File: src/rtl/digit_serial_sub_add.sv
// Digit-serial two's-complement subtractor/adder: DIGIT bits per clock, LSB digit first.
// Optional running-accumulate mode (operand A taken from d_s) enabled by SUBADD_ACCUM_EN.
module digit_serial_sub_add #(
  parameter int WIDTH = 16,
  parameter int DIGIT = 4
) (
  input  logic             clk,
  input  logic             rst,
  input  logic             start,
  input  logic             sub_add,
  input  logic [WIDTH-1:0] a,
  input  logic [WIDTH-1:0] b,
  input  logic             b_cin,
`ifdef SUBADD_ACCUM_EN
  input  logic             acc,
`endif
  output logic             busy,
  output logic             done,
  output logic [WIDTH-1:0] d_s,
  output logic             b_cout,
  output logic             ovf
);

  // state | meaning
  // IDLE  | waiting for start, results held
  // RUN   | one digit computed per cycle, busy=1
  // DONE  | one-cycle done pulse, new start accepted here too

  localparam int N  = WIDTH / DIGIT;
  localparam int CW = (N > 1) ? $clog2(N) : 1;

  if ((DIGIT < 1) || (DIGIT > WIDTH) || ((WIDTH % DIGIT) != 0)) begin : g_param_check
    $error("digit_serial_sub_add: WIDTH must be a positive multiple of DIGIT");
  end

  typedef enum logic [1:0] {IDLE, RUN, DONE} state_t;

  state_t            state, state_nxt;
  logic [WIDTH-1:0]  op_a, op_b;
  logic              op_sub;
  logic              chain;
  logic [CW-1:0]     count;
  logic              accept;
  logic              last_digit;
  logic [DIGIT-1:0]  x_dig, y_dig, dig_sum;
  logic              dig_cout;
  logic [WIDTH-1:0]  a_src;
  logic              new_msb;
  logic              ovf_nxt;

  assign accept     = start && (state != RUN);
  assign last_digit = (count == CW'(N - 1));

`ifdef SUBADD_ACCUM_EN
  assign a_src = acc ? d_s : a;
`else
  assign a_src = a;
`endif

  always_ff @(posedge clk) begin
    if (rst) state <= IDLE;
    else     state <= state_nxt;
  end

  always_comb begin
    state_nxt = state;
    busy      = 1'b0;
    done      = 1'b0;
    case (state)
      IDLE: if (start) state_nxt = RUN;
      RUN: begin
        busy = 1'b1;
        if (last_digit) state_nxt = DONE;
      end
      DONE: begin
        done      = 1'b1;
        state_nxt = start ? RUN : IDLE;
      end
      default: state_nxt = IDLE;
    endcase
  end

  // One digit of ripple sub/add, seeded from the inter-digit chain register
  always_comb begin
    logic c;
    x_dig   = op_a[int'(count) * DIGIT +: DIGIT];
    y_dig   = op_b[int'(count) * DIGIT +: DIGIT];
    dig_sum = '0;
    c       = chain;
    for (int i = 0; i < DIGIT; i++) begin
      dig_sum[i] = x_dig[i] ^ y_dig[i] ^ c;
      if (op_sub) c = (~x_dig[i] & y_dig[i]) | (~x_dig[i] & c) | (y_dig[i] & c);
      else        c = (x_dig[i] & y_dig[i]) | (x_dig[i] & c) | (y_dig[i] & c);
    end
    dig_cout = c;
  end

  assign new_msb = dig_sum[DIGIT-1];
  assign ovf_nxt = op_sub ? ((op_a[WIDTH-1] != op_b[WIDTH-1]) && (new_msb != op_a[WIDTH-1]))
                          : ((op_a[WIDTH-1] == op_b[WIDTH-1]) && (new_msb != op_a[WIDTH-1]));

  always_ff @(posedge clk) begin
    if (rst) begin
      op_a   <= '0;
      op_b   <= '0;
      op_sub <= 1'b0;
      chain  <= 1'b0;
      count  <= '0;
      d_s    <= '0;
      b_cout <= 1'b0;
      ovf    <= 1'b0;
    end else if (accept) begin
      op_a   <= a_src;
      op_b   <= b;
      op_sub <= sub_add;
      chain  <= b_cin;
      count  <= '0;
      d_s    <= '0;
      b_cout <= 1'b0;
      ovf    <= 1'b0;
    end else if (state == RUN) begin
      d_s[int'(count) * DIGIT +: DIGIT] <= dig_sum;
      chain <= dig_cout;
      if (last_digit) begin
        b_cout <= dig_cout;
        ovf    <= ovf_nxt;
      end else begin
        count <= count + CW'(1);
      end
    end
  end

endmodule

File: config.mk
export PLATFORM = sky130hd
export DESIGN_NAME = digit_serial_sub_add
export DESIGN_NICKNAME = d
export VERILOG_FILES = /design/src/rtl/digit_serial_sub_add.sv
export SDC_FILE = /design/constraint.sdc
export NUM_CORES = 1
export LEC_CHECK = 0
export CELL_PAD_IN_SITES_DETAIL_PLACEMENT = 0
export CELL_PAD_IN_SITES_GLOBAL_PLACEMENT = 1
export CORE_ASPECT_RATIO = 1.4
export CORE_MARGIN = 8
export CORE_UTILIZATION = 37
export DETAILED_ROUTE_END_ITERATION = 10
export PLACE_DENSITY_LB_ADDON = 0.1
export SYNTH_ARGS = -nofsm -noshare
export SYNTH_HDL_FRONTEND = slang
export SYNTH_SLANG_ARGS = --single-unit
File: constraint.sdc
create_clock -name clk -period 3.6 [get_ports clk]
set_input_delay 0.9 -clock clk [delete_from_list [all_inputs] [get_ports clk]]
set_output_delay 0.9 -clock clk [all_outputs]
set_load 0.02 [all_outputs]
; ---- After elaboration in Yosys (flattened, before gate mapping)
; Index checks and enable logic that the tools add are counted.
[op_classes]
addsub = 2
n_mul = 0
div = 0
magnitude_cmp = 0
eq_ne = 9
shifts = 4
muxes = 14
bitwise = 49
n_reduce_logical = 9
[op_table]
columns = cell, n
row1 = $neg 4->33, 1
row2 = $shift 4x33->16 const A, 1
row3 = $shiftx 4x33->16, 1
row4 = $shiftx 16x5->4, 2
row5 = $and 1x1->1, 20
row6 = $bwmux 16, 1
row7 = $or 1x1->1, 16
row8 = $mux 1, 10
row9 = $xor 1x1->1, 8
row10 = $pmux 2 s3, 1
row11 = $reduce_and 2->1, 3
row12 = $not 1->1, 5
row13 = $eq 2x2->1 const B, 2
row14 = $mux 2, 2
row15 = $ne 2x2->1 const B, 2
row16 = $logic_and 1x1->1, 3
row17 = $add 2x1->2 const B, 1
row18 = $eq 2x1->1 const B, 1
row19 = $logic_not 2->1, 1
row20 = $ne 1x1->1, 2
row21 = $ne 2x1->1 const B, 1
row22 = $reduce_bool 2->1, 1
row23 = $reduce_or 2->1, 1
row24 = $eq 1x1->1, 1
[word_totals]
reg_bits = 56
latch_bits = 0
mem_bits_rw = 0
romBits = 0
input_bits = 37
out_inout_bits = 20
wordCells = 96
n_memories = 0

; ---- Logic depth before layout (Yosys ltp)
[depth]
ltp_word = 20
ltp_mapped = 10
mapped_depth_nobuf = 9

; ---- Worst setup path before layout
; No wires, ideal clock.
[synth_path]
path_type = register to register
start = register count[1]
end = register d_s[11]
setup_time_ns = 0.117
arrival_ns = 2.856
required_ns = 3.483
path_slack_ns = 0.626
stages_incl_launch_ff = 10
n_path_buf = 1
period_less_slack_ns = 2.974
path_cell_list = dfxtp_1 buf_2 mux4_2 ha_1 or3b_2 and2_1 o32ai_1 o21ai_1 and2_4 a32o_1
[synth_between]
elab_chain_cells = 17
elab_cells_between_ends = 47
cone_classes = add/sub: 1 / shift: 4 / mux: 4 / bitwise: 38
[synth_lines]
columns = item, line
row1 = "start, declared", 42  ; logic [CW-1:0] count;
row2 = "start signal, assigned", 128  ; count <= count + CW'(1);
row3 = $shiftx 16x5->4, 86  ; x_dig = op_a[int'(count) * DIGIT +: DIGIT];
row4 = $not 1->1, 92  ; if (op_sub) c = (~x_dig[i] & y_dig[i]) | (~x_dig[i] & c) | (y_dig[i] & c);
row5 = $and 1x1->1, 92
row6 = $or 1x1->1 (2 in a row), 92
row7 = $mux 1, 92
row8 = $and 1x1->1 (on tied branches), "93, 92"
row9 = $or 1x1->1 (on tied branches) (2 in a row), "93, 92"
row10 = $mux 1, 92
row11 = $and 1x1->1 (on tied branches), "93, 92"
row12 = $or 1x1->1 (on tied branches) (2 in a row), "93, 92"
row13 = $mux 1, 92
row14 = $xor 1x1->1, 91  ; dig_sum[i] = x_dig[i] ^ y_dig[i] ^ c;
row15 = $shiftx 4x33->16, 122  ; d_s[int'(count) * DIGIT +: DIGIT] <= dig_sum;
row16 = $bwmux 16 *, 122
row17 = "end signal, assigned by index", 122
row18 = "end, declared", 19  ; output logic [WIDTH-1:0] d_s,
; Mark *: on every way between the ends. The rest lies on a longest branch, timed or not.
; A chain may end at the register's enable or synchronous reset.

; ---- Worst setup path in the final report
; Ends and elaborated chain as after synthesis.

==> metrics.md <==
| Metric | Value |
|---|---|
| Status | finished clean |
| Routed WL | 6.612 mm |
| Wire per inst | between 10 and 15 microns |
| Sink Count | 56 |
| Final setup fails | 0 |
| Cell at the slowest stage of the critical path | mux4_2 |
| P_leak | ~1.2 nW |
| Post-synth EDFFs | 0 |
| Yosys cell types | 37 |
| Number of H-tree levels | 2 |
| Slowest cell delay on critical path | 0.58 ns |
| CP Max Fanout | 5 |
| Avg Inst Size Synth | 8.635 sq um |
| CP Cell Sequence | mux4_2 -> ha_1 -> or3b_2 -> and2_1 -> o32ai_1 -> o21ai_1 -> and2_4 -> a32o_1 |
| Seq cells post-synth | 56 |
| Bufs and invs on worst path | 0 |
| Max-cap viol count | 0 |
| DR iter-0 viols | 81 |
| Pre-antenna DRT Iters | 4 |
| Starting Density | between 30% and 40% |
| Post_cts resized | 0 |
| Fillers | roughly 700 |
| CTS tree | built |
| Vias | 2249 |
| Area of the multi-input gates | about 0.0014 sq mm |
| Final hold slack | 0.4576 ns |
| Setup Buffers After CTS | 0 |
| GP Congestion | between 0.8 and 0.9 |
| DIE HEIGHT | 115.5 microns |
| PortBufs | 56 |
| WS Path Type | flop to flop |
| RSZ-0062 raised after global routing | false |
| Slew @ Worst Pin | 0.9593 ns |
| Clock Skews | between 0.007 and 0.008 ns |
| Post-synthesis instance total | roughly 300 |
| Total Power | between 0.001 and 0.0015 W |
| Pre-CTS setup slack | ~0.56 ns |
| Crit. path cell count | 8 |
| Root buf cell | clkbuf_8 |
| DIE AREA | between 0.01 and 0.015 sq mm |
| Die Span X | approximately 87 microns |
| PD cells | 365.0 mW/mm^2 |
| P&R area growth vs syn | 28.69% |
| Final hold vios | 0 |
| Worst slew margin | between 30% and 40% |
| Worst-Skew Late Latency | between 0.3 and 0.4 ns |
| Number of global-route vias before repair | between 2000 and 2500 |
| IO Pins | 57 |
| Min Tclk post-route | about 3 ns |
| Worst EP arrival | about 3.2 ns |
| Register area | roughly 0.0011 sq mm |
| Total grt overflow | 0 |
| Syn Std Cell Area | 0.002616 sq mm |
| Top delay family on crit path | compound AO/OA/AOI/OAI gates |
| Slew Viols, Final | 0 |
| Hold Crit Depth | 2 |
| Total GRT Usage | 13.70% |
| Final WS setup | between 0.5 and 0.6 ns |
| Sequential share of the synthesized area | 42.85% |
| Post-route ant nets | 0 |
| N_diodes | 0 |
| Layout cells sized above 1 | 7.563% |
| Reg clk slew, reported paths | around 0.1 ns |
| Initial antenna violation count | 0 |
| Global-route wire length before repair | about 11 mm |
| Cell Rows | 36 |
| DR DRC count | 0 |
| Nets | 408 |
| Fmax | 0.3299 GHz |
| Final period util | 84.20% |
| Post-route cell area | roughly 0.0034 sq mm |
| CP endpoint kind | flop |
| Largest net degree at the start of global routing | 36 |
| CTS Buffer Depth | 2 |
| Core Region | between 0.006 and 0.007 sq mm |
| R2r worst-path depth | 8 |
| Yosys warns | 0 |
| CP Launch Type | flop |
| Hold Buf Count CTS | 0 |
| Post-detail-place hpwl | between 5 and 6 mm |
| Critical Path RT | around 3.8 ns |
| Type of the most critical hold path | flop to flop |
| VDD IR-drop max | between 0.00015 and 0.0002 V |
| Synth Flop Type | dfxtp_1 |
| Setup tns final | 0 ns |
| Synth async-reset ratio | 0% |
| Cts bufs inserted | 5 |
| Post-Syn Nets | around 350 |
| DR vias/cell | around 5 |
| Placed inst area | 0.003286 sq mm |
[report_power, final]
| part | internal [W] | switching [W] |
|---|---|---|
| clock network | 0.000132 | 0.000200 |
| logic | 0.000106 | 0.000123 |
| registers | 0.000646 | 0.0000203 |
| total | 0.000885 | 0.000344 |
[layout make-up]
cell class / instances / area share [%]
Clock buffer: 5 / 2.044
Clock inverter: 2 / 0.3716
Inverter: 10 / 1.115
Multi-Input combinational cell: 221 / 41.43
Sequential cell: 56 / 33.30
Tap cell: 95 / 3.530
Timing Repair Buffer: 63 / 18.21
[registers in the layout, indices dropped and copies added (netlist names)]
signal / flops
state: 2
op_sub: 1
d_s: 16
ovf: 1
op_b: 16
chain: 1
count: 2
b_cout: 1
op_a: 16
[routing by layer]
metal	vias up	GRT usage (%)	routed length, microns
met5	-	0	0
met4	0	5.306	116
met3	9	2.413	233
met2	38	25.91	3508
met1	1051	14.49	2753
li1	1151	-	-
[path summary, 6_finish.rpt]
kind / start / endpoint / slack, ns
max: count[1] / d_s[11] / 0.57
min reg2reg: op_b[3] / op_b[3] / 0.46
max reg2reg: count[1] / d_s[11] / 0.57
min: op_b[3] / op_b[3] / 0.46
[Yosys cell counts (2+ instances only)]
| cell type | number | area [sq um] |
|---|---|---|
| a21o_1 | 2 | 15.01 |
| a21oi_1 | 40 | 200.2 |
| a22oi_1 | 8 | 60.06 |
| a32o_1 | 4 | 40.04 |
| clkbuf_1 | 14 | 52.55 |
| dfxtp_1 | 56 | 1121 |
| ha_1 | 14 | 175.2 |
| inv_1 | 10 | 37.54 |
| mux2i_1 | 4 | 40.04 |
| mux4_2 | 7 | 157.7 |
| nand2_1 | 76 | 285.3 |
| nand3_1 | 3 | 15.01 |
| nand4b_1 | 2 | 17.52 |
| nor2_1 | 24 | 90.09 |
| nor2b_1 | 4 | 25.02 |
| nor3_1 | 2 | 10.01 |
| nor4_1 | 3 | 18.77 |
| o21ai_1 | 2 | 10.01 |
| o2bb2ai_1 | 4 | 35.03 |
| o31ai_1 | 2 | 15.01 |
| o32ai_1 | 2 | 17.52 |
| or3_1 | 2 | 12.51 |
| xnor2_1 | 3 | 26.28 |
| xor2_1 | 2 | 17.52 |
[per-stage QoR]
step                      std cells  util [%]
after detailed placement        445     47.68
final                           452     48.86
after global routing            452     48.86
after global placement          445     47.68
after floorplan                 303         -
after CTS                       452     48.86
[layout by cell type (no fill, tap or decap), drive strengths merged]
cell / synthesis / layout
clkinv: 0 / 1
nor2: 24 / 24
clkbuf: 14 / 5
xor2: 2 / 2
inv: 10 / 10
or3b: 1 / 1
or2: 1 / 1
nor3: 2 / 2
clkdlybuf4s50: 0 / 56
mux2i: 4 / 4
nor4b: 1 / 1
mux4: 8 / 8
ha: 14 / 14
a32o: 4 / 4
a22oi: 8 / 8
and2: 2 / 2
nor2b: 4 / 4
o311ai: 1 / 1
o32ai: 2 / 2
xnor2: 3 / 3
dfxtp: 56 / 56
nand4b: 2 / 2
or4b: 1 / 1
o21ai: 2 / 2
o22ai: 1 / 1
o31ai: 2 / 2
nand2b: 1 / 1
nand3: 3 / 3
a21oi: 40 / 40
nand2: 76 / 76
nor4: 3 / 3
a221oi: 1 / 1
or3: 2 / 2
buf: 2 / 7
a21o: 2 / 2
o2bb2ai: 4 / 4
clkinvlp: 0 / 1
[logic make-up after synthesis]
kind of cell / after synthesis / synth area share (%)
muxes: 12 / 8.561
buffers and inverters: 26 / 4.065
AOI/OAI and AO/OA: 67 / 15.93
DFF: 56 / 42.85
adders and majority gates: 14 / 6.695
xor gates and xnor gates: 5 / 1.674
and+or+nand+nor: 123 / 20.23
[worst register-to-register path, delay by kind of cell (launching register included)]
family | cells | cell delay (ns)
multiplexers | 1 | 0.58
adder cells (fa/ha/maj) | 1 | 0.22
flip-flops | 1 | 0.46
AND/OR/NAND/NOR | 3 | 0.83
AO/OA/AOI/OAI | 3 | 0.85
No activity file was read; power rests on OpenSTA's default activity.
